===== config.mk =====
export PLATFORM = sky130hd
export DESIGN_NAME = cal_op_dispatch
export DESIGN_NICKNAME = d
export VERILOG_FILES = /design/src/rtl/cal_op_dispatch.sv
export SDC_FILE = /design/constraint.sdc
export NUM_CORES = 1
export LEC_CHECK = 0
export CAP_MARGIN = 20
export CORE_UTILIZATION = 36
export CTS_CLUSTER_SIZE = 8
export DETAILED_ROUTE_END_ITERATION = 7
export GPL_ROUTABILITY_DRIVEN = 1
export PLACE_DENSITY = 0.92
export SYNTH_ARGS = -nofsm -noshare
export SYNTH_HDL_FRONTEND = slang
export SYNTH_SLANG_ARGS = --single-unit

===== constraint.sdc =====
create_clock -name clk -period 2.55 [get_ports clk]
set_input_delay 0.51 -clock clk [delete_from_list [all_inputs] [get_ports clk]]
set_output_delay 0.51 -clock clk [all_outputs]
set_load 0.01 [all_outputs]

===== src/rtl/cal_op_dispatch.sv =====
// rtl/cal_op_dispatch.sv - dispatches one calculator op to the shared arithmetic units
// Holds the operands on the unit bus until the selected unit's done pulse, a timeout, or an illegal opcode produces the response.
module cal_op_dispatch #(
  parameter int NUM_UNITS = 5,
  parameter int TIMEOUT   = 64
) (
  input  logic                    clk,
  input  logic                    n_rst,
  input  logic                    cmd_valid,
  output logic                    cmd_ready,
  input  logic [3:0]              cmd_op,
  input  logic [15:0]             cmd_a,
  input  logic [15:0]             cmd_b,
  output logic                    unit_start,
  output logic [3:0]              unit_dtype,
  output logic [15:0]             unit_m,
  output logic [15:0]             unit_q,
  input  logic [NUM_UNITS-1:0]    unit_done,
  input  logic [32*NUM_UNITS-1:0] unit_result,
  output logic                    rsp_valid,
  input  logic                    rsp_ready,
  output logic [31:0]             rsp_data,
  output logic                    rsp_err,
  output logic                    busy
);

  localparam int TW = $clog2(TIMEOUT) + 1;
  localparam logic [3:0] DTYPE_NONE = 4'hF;

  typedef enum logic [1:0] {IDLE, LAUNCH, WAIT, RESP} state_t;

  state_t         state, state_nxt;
  logic [3:0]     dtype_nxt;
  logic [15:0]    m_nxt, q_nxt;
  logic [31:0]    data_nxt;
  logic           err_nxt;
  logic [TW-1:0]  timer, timer_nxt;
  logic           sel_done;
  logic [31:0]    sel_result;
  logic           op_legal;

  assign op_legal   = ({28'd0, cmd_op} < 32'(NUM_UNITS));
  assign cmd_ready  = (state == IDLE);
  assign busy       = (state != IDLE);
  assign unit_start = (state == LAUNCH);
  assign rsp_valid  = (state == RESP);

  // Only the unit addressed by the latched opcode is listened to.
  always_comb begin
    sel_done   = 1'b0;
    sel_result = '0;
    for (int i = 0; i < NUM_UNITS; i++) begin
      if (unit_dtype == 4'(i)) begin
        sel_done   = unit_done[i];
        sel_result = unit_result[32*i +: 32];
      end
    end
  end

  always_comb begin
    state_nxt = state;
    dtype_nxt = unit_dtype;
    m_nxt     = unit_m;
    q_nxt     = unit_q;
    data_nxt  = rsp_data;
    err_nxt   = rsp_err;
    timer_nxt = timer;
    case (state)
      IDLE: begin
        if (cmd_valid) begin
          dtype_nxt = cmd_op;
          m_nxt     = cmd_a;
          q_nxt     = cmd_b;
          if (op_legal) begin
            state_nxt = LAUNCH;
          end else begin
            state_nxt = RESP;
            data_nxt  = '0;
            err_nxt   = 1'b1;
          end
        end
      end
      LAUNCH: begin
        timer_nxt = '0;
        state_nxt = WAIT;
      end
      WAIT: begin
        timer_nxt = timer + TW'(1);
        // Done takes priority over a coincident timeout.
        if (sel_done) begin
          data_nxt  = sel_result;
          err_nxt   = 1'b0;
          state_nxt = RESP;
        end else if (timer == TW'(TIMEOUT - 1)) begin
          data_nxt  = '0;
          err_nxt   = 1'b1;
          state_nxt = RESP;
        end
      end
      RESP: begin
        if (rsp_ready) begin
          state_nxt = IDLE;
          dtype_nxt = DTYPE_NONE;
        end
      end
      default: state_nxt = IDLE;
    endcase
  end

  always_ff @(posedge clk or negedge n_rst) begin
    if (!n_rst) begin
      state      <= IDLE;
      unit_dtype <= DTYPE_NONE;
      unit_m     <= '0;
      unit_q     <= '0;
      rsp_data   <= '0;
      rsp_err    <= 1'b0;
      timer      <= '0;
    end else begin
      state      <= state_nxt;
      unit_dtype <= dtype_nxt;
      unit_m     <= m_nxt;
      unit_q     <= q_nxt;
      rsp_data   <= data_nxt;
      rsp_err    <= err_nxt;
      timer      <= timer_nxt;
    end
  end

endmodule


==> reports/metrics.csv, run 1 <==
stage,metric,value,unit
synth,synthesized net count,524,
timing,Max Clock Freq,426,MHz
floorplanning,Core Box Area,11400,µm²
drt,post-route ant nets,0,
timing,minimum clock period,2350,ps
synth,synth warn,0,
global_routing,global-route wire length before repair,21800,µm
clock_tree,Hold Buf Count CTS,0,
clock_tree,post-CTS setup buffers,0,
finish,ant diodes,0,
power,leakage,0.00292,µW
synth,"Seq/Total Area, Yosys",46.6,%
setup_path,critical path's slowest cell,dfstp_2,
clock_tree,CTS Sinks,78,
synth,ys flop type,dfrtp_1,
clock_tree,H-tree Lvls,3,
min_path,Hold WC Path Type,input pin to asynchronous set/reset pin,
setup_path,"Critical Path, Cell by Cell",buf_12 -> clkdlybuf4s50_1,
setup_path,CP Launch Type,flop,
floorplanning,row count,39,
clock_tree,Clock Pin Slew Worst Setup and Hold Paths,70,ps
clock_tree,CTS tree,yes,
place,I/O Buffers,277,
drt,First-pass DRT Iterations,5,
timing,final setup TNS,0,ps
clock_tree,Num CTS Buffers,9,
finish,Layout area overhead,76.9,%
finish,most frequent cells in the layout,"276 x clkdlybuf4s50_1, 74 x dfrtp_1, 33 x o2bb2ai_1",
floorplanning,num ports,278,
global_routing,initial antenna violation count,0,
finish,FILL cells,846,
timing,Layout Skew,12.3,ps
floorplanning,Die Height,110,µm
floorplanning,chip width,110,µm
clock_tree,Max Buffers Root-to-Sink,2,
finish,"leading cell type in the layout, fill and taps excluded",clkdlybuf4s50_1,
timing,Final WS setup,204,ps
setup_path,worst-path fanout max,24,
setup_path,Worst Path Arrival,1840,ps
timing,crit share post-route,92.0,%
synth,Yosys cell types,32,
outcome,status,"finished, final reports clean",
global_routing,Total GRT Usage,24.7,%
timing,relative slew slack,67.8,%
finish,layout cell share with drive strength beyond 1,16.7,%
synth,number of enable flip-flop cells after synthesis,0,
synth,Synth Instances,314,
place,dpl ws,169,ps
clock_tree,post_cts resized,0,
clock_tree,clock root cell,clkbuf_16,
drt,Detailed Route WL,15200,µm
global_routing,largest net degree at the start of global routing,46,
power,Worst VDD drop,0.000623,V
timing,RSZ-0062 raised after global routing,false,
job,MaxCap Viol Count,0,
floorplanning,die area,12100,µm²
global_routing,grt total ovfl,0,
place,DP HPWL,11800,µm
setup_path,crit-path leading delay family,buffers and inverters,
drt,via count,4069,
setup_path,CP bufs+invs,2,
synth,Yosys reg bits,78,
setup_path,Crit path required time,2040,ps
drt,DRC violations left,0,
clock_tree,clk_lat worst skew,350,ps
setup_path,Slowest Stage Delay on Critical Path,660,ps
drt,WL per Instance,20.7,µm
synth,synthesized cell area,4200,µm²
timing,worst-margin pin slew,483,ps
finish,Nets,797,
global_routing,vias in the first global route,4035,
setup_path,Setup Crit Path Kind,flop to output port,
floorplanning,Initial Util,36.9,%
timing,Max Slew Vio Count,0,
timing,Final Hold Vio Count,0,
drt,Vias per Instance,5.54,
synth,Async SR Flop Fraction,100,%
power,Cell Pwr Density,845,nW/µm²
setup_path,Worst setup EP type,output port,
timing,Final setup viols,0,
synth,syn avg cell area,13.4,µm²
drt,initial DRC count,284,
place,gpl congestion,0.948,
## routing by layer
layer,share of wire (%),GRT usage [%],up-vias
li1,-,-,1792
met5,0,0,-
met2,49,40.1,266
met1,38,30.2,1984
met4,2.5,10.9,0
met3,10,7.35,27
## through the flow
step                instances  area [µm²]  power (µW)  util, %  hold WS (ps)
floorplan                 314        4200        3650        -           214
global route              735        7420        6610     65.3           133
finish                    735        7420        6280     65.3           111
global placement          719        7150        4990     62.9           472
detailed placement        719        7150        5100     62.9           475
CTS                       735        7420        6330     65.3           123
## cells by family (layout without fill, tap and decap cells)
kind of cell / Yosys count / count (layout) / synth area share, %
and+or+nand+nor: 34 / 34 / 4.08
muxes: 67 / 67 / 26.6
xor gates and xnor gates: 1 / 1 / 0.209
AOI/OAI and AO/OA: 93 / 93 / 16.9
buffers and inverters: 36 / 314 / 4.11
adders and majority gates: 5 / 5 / 1.49
DFF: 78 / 78 / 46.6
## final cells by class
| class | count | area (µm²) | share of cell area [%] |
|---|---|---|---|
| repair buffers | 288 | 2900 | 39.1 |
| multi-input cells | 200 | 2070 | 27.9 |
| flip-flops and latches | 78 | 1960 | 26.4 |
| clock buffers | 10 | 229 | 3.08 |
| well taps | 143 | 179 | 2.41 |
| clock inverters | 6 | 46.3 | 0.624 |
| inverters | 10 | 37.5 | 0.506 |
## final timing paths
| kind | from | endpoint | slack (ps) | depth (start not counted) |
|---|---|---|---|---|
| worst max register to register | unit_dtype[0] | rsp_data[25] | 360 | 6 |
| max in group asynchronous | n_rst | rsp_data[29] | 1790 | 2 |
| worst min-delay path | n_rst | rsp_data[20] | 110 | 1 |
| worst max-delay path | unit_dtype[0] | unit_dtype[0] | 200 | 2 |
| min in group clk | rsp_data[6] | rsp_data[6] | 490 | 1 |
| worst min register to register | rsp_data[6] | rsp_data[6] | 490 | 1 |
## cells in the mapped netlist, drive strengths merged (2+ instances only)
cell type / instances / area (µm²)
a22oi: 32 / 240
mux2i: 2 / 20.0
nor3: 7 / 35.0
o2bb2ai: 33 / 289
mux2: 33 / 375
nor2: 8 / 30.0
nand3: 5 / 30.0
inv: 10 / 37.5
buf: 13 / 86.3
dfstp: 4 / 105
o21ai: 11 / 55.1
clkbuf: 13 / 48.8
a21oi: 9 / 45.0
or3: 2 / 12.5
nor2b: 2 / 12.5
o22a: 4 / 35.0
ha: 5 / 62.6
mux4: 32 / 721
dfrtp: 74 / 1850
nand2: 7 / 26.3
## power by group
part,switching (µW),leakage (µW),internal (µW)
sequential,258,0.000997,1600
combinational,1380,0.00180,1840
clock,535,0.000129,664
total,2170,0.00292,4100
## flip-flops by register name (all words and copies together) (netlist names)
register	cells
state	2
timer	7
unit_q	16
unit_m	16
unit_dtype	4
rsp_err	1
rsp_data	32
## worst reg2reg max path, delay by kind of cell, from the launching register on
family | cells | cell delay, ps
AND/OR/NAND/NOR | 1 | 190
flip-flops | 1 | 660
buffers and inverters | 1 | 200
AO/OA/AOI/OAI | 3 | 730
multiplexers | 1 | 330
No activity file was read; power rests on OpenSTA's default activity.
==> run 2, diff against run 1 <==
- CORE_MARGIN: default -> 2
==> run 2 against run 1 <==
Against the previous run: count of clock-buffer cells in the layout stayed put; cell count shrank 0.54%; routed wire length up 3.9%; flip-flop and latch count unchanged; die area increased by 3.7%; sequential power is essentially flat; largest power group unchanged.
==> reports/metrics.csv, run 2 (same netlist as run 1, synthesis figures left out) <==
stage,metric,value,unit,change
floorplanning,row count,39,,unchanged
timing,Layout Skew,6.09,ps,-6.20 ps
power,sequential share of power,28.6,%,-1.1 points
setup_path,Setup Crit Path Kind,flop to output port,,
power,leakage,0.00294,µW,+0.66%
place,DP HPWL,12100,µm,+2.2%
finish,most frequent cells in the layout,"276 x clkdlybuf4s50_1, 74 x dfrtp_1, 33 x o2bb2ai_1",,
setup_path,Crit path required time,2040,ps,about the same
floorplanning,die area,12500,µm²,+3.7%
timing,Hold WS,121,ps,+10.1 ps
min_path,Hold WC Path Type,input pin to asynchronous set/reset pin,,
place,I/O Buffers,277,,unchanged
global_routing,grt total ovfl,0,,unchanged
clock_tree,Clock Pin Slew Worst Setup and Hold Paths,60,ps,about the same
timing,RSZ-0062 raised after global routing,false,,
finish,max reg flops,32,,unchanged
timing,Final WS setup,171,ps,-33.2 ps
clock_tree,CTS tree,yes,,
setup_path,Worst Path Arrival,1870,ps,+30 ps
power,combinational fraction of design power,49.5,%,-1.7 points
floorplanning,num ports,278,,unchanged
timing,final setup TNS,0,ps,unchanged
clock_tree,post_cts resized,0,,unchanged
floorplanning,Core Box Area,11400,µm²,+0.43%
drt,Detailed Route WL,15800,µm,+3.9%
drt,via count,4039,,-0.74%
finish,ant diodes,0,,unchanged
drt,Vias per Instance,5.53,,-0.19%
finish,Layout area overhead,78.0,%,
finish,"leading cell type in the layout, fill and taps excluded",clkdlybuf4s50_1,,
power,Worst VDD drop,0.000689,V,+11%
setup_path,Worst setup EP type,output port,,
drt,DRC violations left,0,,unchanged
clock_tree,post-CTS setup buffers,0,,unchanged
drt,initial DRC count,365,,+29%
clock_tree,clk_lat worst skew,330,ps,-20 ps
place,gpl congestion,0.953,,+0.58%
outcome,status,"finished, final reports clean",,
finish,Nets,795,,-0.25%
finish,Regs by FF count,"rsp_data x32, unit_m x16, unit_q x16",,
job,MaxCap Viol Count,0,,unchanged
floorplanning,chip width,112,µm,+1.8%
global_routing,vias in the first global route,4354,,+7.9%
clock_tree,H-tree Lvls,3,,unchanged
clock_tree,Num CTS Buffers,9,,unchanged
drt,First-pass DRT Iterations,4,,-1
clock_tree,Max Buffers Root-to-Sink,2,,unchanged
clock_tree,clock root cell,clkbuf_16,,
global_routing,Total GRT Usage,24.7,%,+0.096 points
global_routing,largest net degree at the start of global routing,79,,+72%
timing,Max Clock Freq,420,MHz,-1.4%
place,dpl ws,127,ps,-42.2 ps
power,Pint,4370,µW,+6.5%
timing,minimum clock period,2380,ps,+33.2 ps
power,Psw,2120,µW,-2.3%
timing,crit share post-route,93.3,%,+1.3 points
timing,Final setup viols,0,,unchanged
floorplanning,Initial Util,36.8,%,-0.16 points
power,sw frac,32.7,%,-1.9 points
setup_path,worst-path fanout max,14,,-42%
power,Cell Pwr Density,870,nW/µm²,+2.9%
timing,Final Hold Vio Count,0,,unchanged
power,clock share of power,21.8,%,+2.7 points
finish,layout cell share with drive strength beyond 1,16.2,%,-0.57 points
global_routing,initial antenna violation count,0,,unchanged
clock_tree,Hold Buf Count CTS,0,,unchanged
timing,Max Slew Vio Count,0,,unchanged
timing,worst-margin pin slew,419,ps,-64.9 ps
drt,post-route ant nets,0,,unchanged
setup_path,CP Launch Type,flop,,
finish,Top reg by flops,rsp_data,,
floorplanning,Die Height,112,µm,+1.8%
global_routing,global-route wire length before repair,24100,µm,+10%
timing,relative slew slack,72.0,%,+4.2 points
clock_tree,CTS Sinks,78,,unchanged
drt,WL per Instance,21.6,µm,+4.4%
-- run 2: cell types whose count changed in the layout (fill, tap and decap cells not counted), sizes merged --
| cell | previous run | this run |
|---|---|---|
| buf | 12 | 10 |
| bufinv | 0 | 3 |
| clkinv | 3 | 0 |
| clkinvlp | 2 | 1 |
| inv | 11 | 10 |
-- run 2: layer usage --
| metal | wire length [µm] | part of all wire, % | vias up | global-route usage [%] |
|---|---|---|---|---|
| met4 | 380 | 2.4 | 0 | 6.67 |
| met5 | 0 | 0 | - | 0 |
| met1 | 5580 | 35 | 1999 | 28.2 |
| met2 | 7990 | 51 | 229 | 43.0 |
| met3 | 1860 | 12 | 34 | 10.3 |
| li1 | - | - | 1777 | - |
-- run 2: power by group through the flow --
stage,sequential (µW),clock [µW],combinational (µW)
after global routing,1900,1500,3460
after CTS,1860,1460,3230
after floorplan,1940,0,1710
final,1860,1420,3220
after detailed placement,1880,0,3210
after global placement,1840,0,3110
-- run 2: stage by stage --
| stage | area (µm²) | power [µW] | instances | util [%] |
|---|---|---|---|---|
| after floorplan | 4200 | 3650 | 314 | - |
| after global placement | 7110 | 4950 | 716 | 62.3 |
| after detailed placement | 7110 | 5080 | 716 | 62.3 |
| after CTS | 7440 | 6550 | 730 | 65.2 |
| after global routing | 7470 | 6860 | 731 | 65.4 |
| final | 7470 | 6490 | 731 | 65.4 |
-- run 2: final cells by class --
class                      instances  area (µm²)
clock buffer                      10         229
clock inverter                     4        97.6
fill                             874        3950
inverter                          10        37.5
multi-input combinational        200        2070
sequential                        78        1960
tap                              143         179
timing repair buffer             286        2900
-- run 2: critical path, cell delays in order (launching register included) --
cell	delay, ps
dfrtp_1	400
inv_1	110
ha_1	420
clkdlybuf4s50_1	620
-- run 2: worst paths after layout --
check | to | cells past startpoint | slack (ps) | startpoint
max | cmd_ready | 3 | 170 | state[0]
min | rsp_data[14] | 1 | 120 | n_rst
max reg2reg | rsp_data[17] | 7 | 380 | unit_dtype[0]
min reg2reg | rsp_data[26] | 1 | 490 | rsp_data[26]
max in group asynchronous | unit_dtype[1] | 2 | 1790 | n_rst
min in group clk | rsp_data[26] | 1 | 490 | rsp_data[26]
==> run 3, diff against run 2 <==
- CORE_ASPECT_RATIO: default -> 0.9
- CTS_CLUSTER_SIZE: 8 -> 30
- GPL_ROUTABILITY_DRIVEN: 1 -> 0
==> run 3 against run 2 <==
Against the previous run: flip-flop and latch count unchanged; combinational power about the same; highest routed layer unchanged; worst hold slack worse by 3.8 ps; core utilization up 0.47 points.
==> reports/metrics.csv, run 3 (same netlist as run 1, synthesis figures left out) <==
stage,metric,value,unit,change
outcome,status,"finished, final reports clean",,
drt,Detailed Route WL,15800,µm,-0.23%
setup_path,worst-path fanout max,14,,unchanged
setup_path,Setup Crit Path Kind,flop to output port,,
timing,Max Clock Freq,433,MHz,+2.9%
finish,ant diodes,0,,unchanged
clock_tree,Max Buffers Root-to-Sink,2,,unchanged
finish,sequential cell area,1960,µm²,unchanged
setup_path,CP Launch Type,flop,,
setup_path,crit-path leading delay family,buffers and inverters,,
drt,post-route ant nets,0,,unchanged
global_routing,largest net degree at the start of global routing,79,,unchanged
floorplanning,Core Box Area,11400,µm²,-0.26%
clock_tree,Hold Buf Count CTS,0,,unchanged
power,leakage,0.00295,µW,+0.36%
finish,Nets,795,,unchanged
finish,layout cell share with drive strength beyond 1,16.4,%,+0.28 points
finish,most frequent cells in the layout,"276 x clkdlybuf4s50_1, 74 x dfrtp_1, 33 x o2bb2ai_1",,
drt,initial DRC count,406,,+11%
finish,Top reg by flops,rsp_data,,
finish,Regs by FF count,"rsp_data x32, unit_m x16, unit_q x16",,
floorplanning,chip width,118,µm,+5.2%
clock_tree,H-tree Lvls,3,,unchanged
finish,Multi-input gate area,2080,µm²,+0.12%
clock_tree,Clock Pin Slew Worst Setup and Hold Paths,60,ps,about the same
clock_tree,clock root cell,clkbuf_16,,
timing,Final Hold Vio Count,0,,unchanged
timing,minimum clock period,2310,ps,-67.7 ps
finish,Layout area overhead,78.8,%,
global_routing,global-route wire length before repair,24500,µm,+1.9%
timing,Layout Skew,4.14,ps,-1.95 ps
setup_path,Worst setup EP type,output port,,
clock_tree,Num CTS Buffers,9,,unchanged
timing,final setup TNS,0,ps,unchanged
place,I/O Buffers,277,,unchanged
place,DP HPWL,12100,µm,+0.67%
min_path,Hold WC Path Type,input pin to asynchronous set/reset pin,,
setup_path,Worst Path Arrival,1800,ps,-70 ps
floorplanning,Initial Util,36.8,%,+0.097 points
finish,FILL cells,841,,-3.8%
timing,relative slew slack,66.0,%,-6.0 points
drt,DRC violations left,0,,unchanged
setup_path,Crit path required time,2040,ps,about the same
clock_tree,CTS Sinks,78,,unchanged
global_routing,vias in the first global route,4365,,+0.25%
floorplanning,row count,37,,-5.1%
global_routing,initial antenna violation count,0,,unchanged
finish,"leading cell type in the layout, fill and taps excluded",clkdlybuf4s50_1,,
drt,First-pass DRT Iterations,5,,+1
setup_path,Slowest Stage Delay on Critical Path,590,ps,-30 ps
timing,worst-margin pin slew,509,ps,+90.5 ps
timing,RSZ-0062 raised after global routing,false,,
global_routing,grt total ovfl,0,,unchanged
clock_tree,clk_lat worst skew,340,ps,about the same
job,MaxCap Viol Count,0,,unchanged
timing,Max Slew Vio Count,0,,unchanged
power,Power Total,6580,µW,+1.4%
power,Cell Pwr Density,878,nW/µm²,+0.92%
drt,via count,4089,,+1.2%
timing,crit share post-route,90.6,%,-2.7 points
drt,Vias per Instance,5.48,,-0.80%
finish,max reg flops,32,,unchanged
clock_tree,CTS tree,yes,,
drt,WL per Instance,21.1,µm,-2.2%
setup_path,"Critical Path, Cell by Cell",inv_1 -> ha_2 -> clkdlybuf4s50_1,,
global_routing,Total GRT Usage,25.4,%,+0.70 points
setup_path,critical path's slowest cell,clkdlybuf4s50_1,,
timing,Final setup viols,0,,unchanged
power,Worst VDD drop,0.000654,V,-5.1%
floorplanning,Die Height,106,µm,-4.9%
setup_path,CP bufs+invs,2,,unchanged
floorplanning,die area,12500,µm²,about the same
floorplanning,num ports,278,,unchanged
==> run 3: final cells by class <==
| cell class | count | share of cell area, % |
|---|---|---|
| Multi-Input combinational cell | 200 | 27.7 |
| Timing Repair Buffer | 286 | 38.6 |
| Tap cell | 156 | 2.60 |
| Inverter | 10 | 0.500 |
| Sequential cell | 78 | 26.1 |
| Clock buffer | 12 | 3.29 |
| Clock inverter | 4 | 1.27 |
==> run 3: repair_timing <==
action	in CTS	in global routing
gates resized for setup	0	1
setup buffers	0	0
setup endpoints to repair	0	1
==> run 3: path summary, 6_finish.rpt <==
| path | startpoint | endpoint | slack (ps) | depth (start not counted) |
|---|---|---|---|---|
| max in group asynchronous | n_rst | unit_dtype[2] | 1790 | 2 |
| max reg2reg | unit_dtype[0] | state[1] | 340 | 6 |
| max | state[1] | cmd_ready | 240 | 3 |
| min in group clk | rsp_data[26] | rsp_data[26] | 490 | 1 |
| min | n_rst | rsp_data[25] | 120 | 1 |
| min reg2reg | rsp_data[26] | rsp_data[26] | 490 | 1 |
==> run 3: per-layer routing <==
layer / GRT usage [%] / up-vias / share of wire (%)
met3: 10.1 / 38 / 9.9
met4: 8.52 / 0 / 2.6
li1: - / 1783 / -
met2: 42.9 / 267 / 51
met1: 29.7 / 2001 / 37
met5: 0 / - / 0
==> run 3: worst register-to-register path: stages, from the launching register on <==
cell and delay [ps]:
dfstp_2 590, buf_12 240, mux2i_1 240, nor3_1 70, o31a_1 350, o21ai_0 390, mux2i_1 250
==> run 3: per-stage QoR <==
stage	std cells	worst slack, ps	hold WS (ps)	area [µm²]	util, %
after floorplan	314	509	214	4200	-
after global placement	729	201	470	7130	62.6
after detailed placement	729	111	472	7130	62.6
after CTS	745	97.3	374	7470	65.6
after global routing	746	151	142	7500	65.9
final	746	239	117	7500	65.9
==> run 3: report_power, final <==
part           leakage (µW)  internal (µW)  switching [µW]
Combinational       0.00179           1830            1410
Sequential         0.000997           1600             250
Clock              0.000167            982             505
Total               0.00295           4420            2170
==> RTL change, RTL diff (flow settings as in run 1) <==
The 4 states of `state_t` get a one-hot encoding in 4 bits.
--- a/src/rtl/cal_op_dispatch.sv
+++ b/src/rtl/cal_op_dispatch.sv
@@ -28,5 +28,5 @@
   localparam logic [3:0] DTYPE_NONE = 4'hF;
 
-  typedef enum logic [1:0] {IDLE, LAUNCH, WAIT, RESP} state_t;
+  typedef enum logic [3:0] {IDLE = 4'b0001, LAUNCH = 4'b0010, WAIT = 4'b0100, RESP = 4'b1000} state_t;
 
   state_t         state, state_nxt;
Check against the original RTL: same outputs for any inputs over 10 cycles, from zero or initial values and one cycle with n_rst low; not proved beyond that.
==> RTL change against run 1 <==
  * Final area rose by 0.10%
  * Synthesized area grew 0.57%
  * Setup slack got worse by 100 ps
  * Power fell by 1.4%
  * Core utilization decreased by 0.21 points
  * Via count rose by 13%
  * Wire length grew 4.7%
  * Sequential cell count is 2 higher
  * Global-route usage is 0.31 points higher
  * Count of clock-buffer cells in the layout did not move
  * Critical path depth up 4
  * Clock skew shrank 3.2 ps
  * Critical endpoint is now rsp_data[8]
  * Largest power group unchanged
==> RTL change: results (changes against run 1) <==
Outcome: finished clean
Top cells by count, synth: dfrtp_1, o22ai_1, nor2_1
Largest net degree at the start of global routing: 42 (-8.7%)
GP Congestion: 0.929 (-2.0%)
DR vias: 4,614 (+13%)
Iteration-0 DRC Markers: 317 (+12%)
Ratio of cells with drive above 1 in the final layout: 0.126 (-0.0417)
GR Util met3: 0.0729 (-0.000605)
Vias/cell: 5.74 (+3.7%)
First-pass GRT wire length: 23.0 mm (+5.5%)
R2r endpoint: rsp_data[8]
M1 wire length: 6.00 mm (+2.6%)
Dpl ws: 183 ps (+14.0 ps)
Final core occ: 0.651 (-0.00213)
TritonRoute pass-1 iters: 4 (-1)
Synth area leaders: dfrtp_1, o22ai_1, mux2_2
Pint: 3.97 mW (-3.4%)
Nets: 862 (+8.2%)
HPWL after detailed placement: 12.0 mm (+1.9%)
Clock skew: 9.10 ps (-3.19 ps)
Worst Max-Slew Pin Slew: 683 ps (+199 ps)
Netlist cell types: 42 (+31%)
Combinational power: 3.05 mW (-5%)
Post-synthesis net count: 598 (+14%)
Post-DP Area: 7130 µm² (-0.30%)
Leakage: 2.98 nW (+2.2%)
Global-route met2 utilization: 0.430 (+0.0290)
Clock network power share: 0.201 (+0.010)
Drt wl/cell: 19.8 µm (-4.3%)
Peak supply drop: 0.658 mV (+5.6%)
Tot GR Track Use: 0.250 (+0.00308)
Met1 usage in global routing: 0.285 (-0.0168)
Crit-path max FO: 31 (+29%)
Worst R2R Setup Slack: 100 ps (-260 ps)
Mux contribution to synthesized area: 0.0901 (-0.176)
## RTL change: worst max-delay path by stage
stage / slack [ps] / start / depth (start not counted) / endpoint
after floorplan: 310 / unit_dtype[2] / 8 / rsp_data[21]
after global placement: 310 / unit_done[0] / 7 / rsp_data[10]
after detailed placement: 180 / unit_dtype[2] / 6 / rsp_data[8]
after CTS: 2 / state[0] / 2 / cmd_ready
after global routing: 30 / unit_dtype[2] / 6 / rsp_data[18]
final: 100 / unit_dtype[2] / 6 / rsp_data[8]
## RTL change: layout make-up
| type | instances | area share |
|---|---|---|
| Clock buffer | 10 | 0.0322 |
| Clock inverter | 6 | 0.00707 |
| Inverter | 7 | 0.00354 |
| Multi-Input combinational cell | 268 | 0.274 |
| Sequential cell | 80 | 0.270 |
| Tap cell | 143 | 0.0241 |
| Timing Repair Buffer | 290 | 0.389 |
## RTL change: worst max-delay path: stages (launching register included)
cell	delay [ps]
dfstp_2	610
or3b_1	420
nor3_1	330
a21oi_1	190
o2bb2ai_4	210
buf_4	390
o2bb2ai_1	180
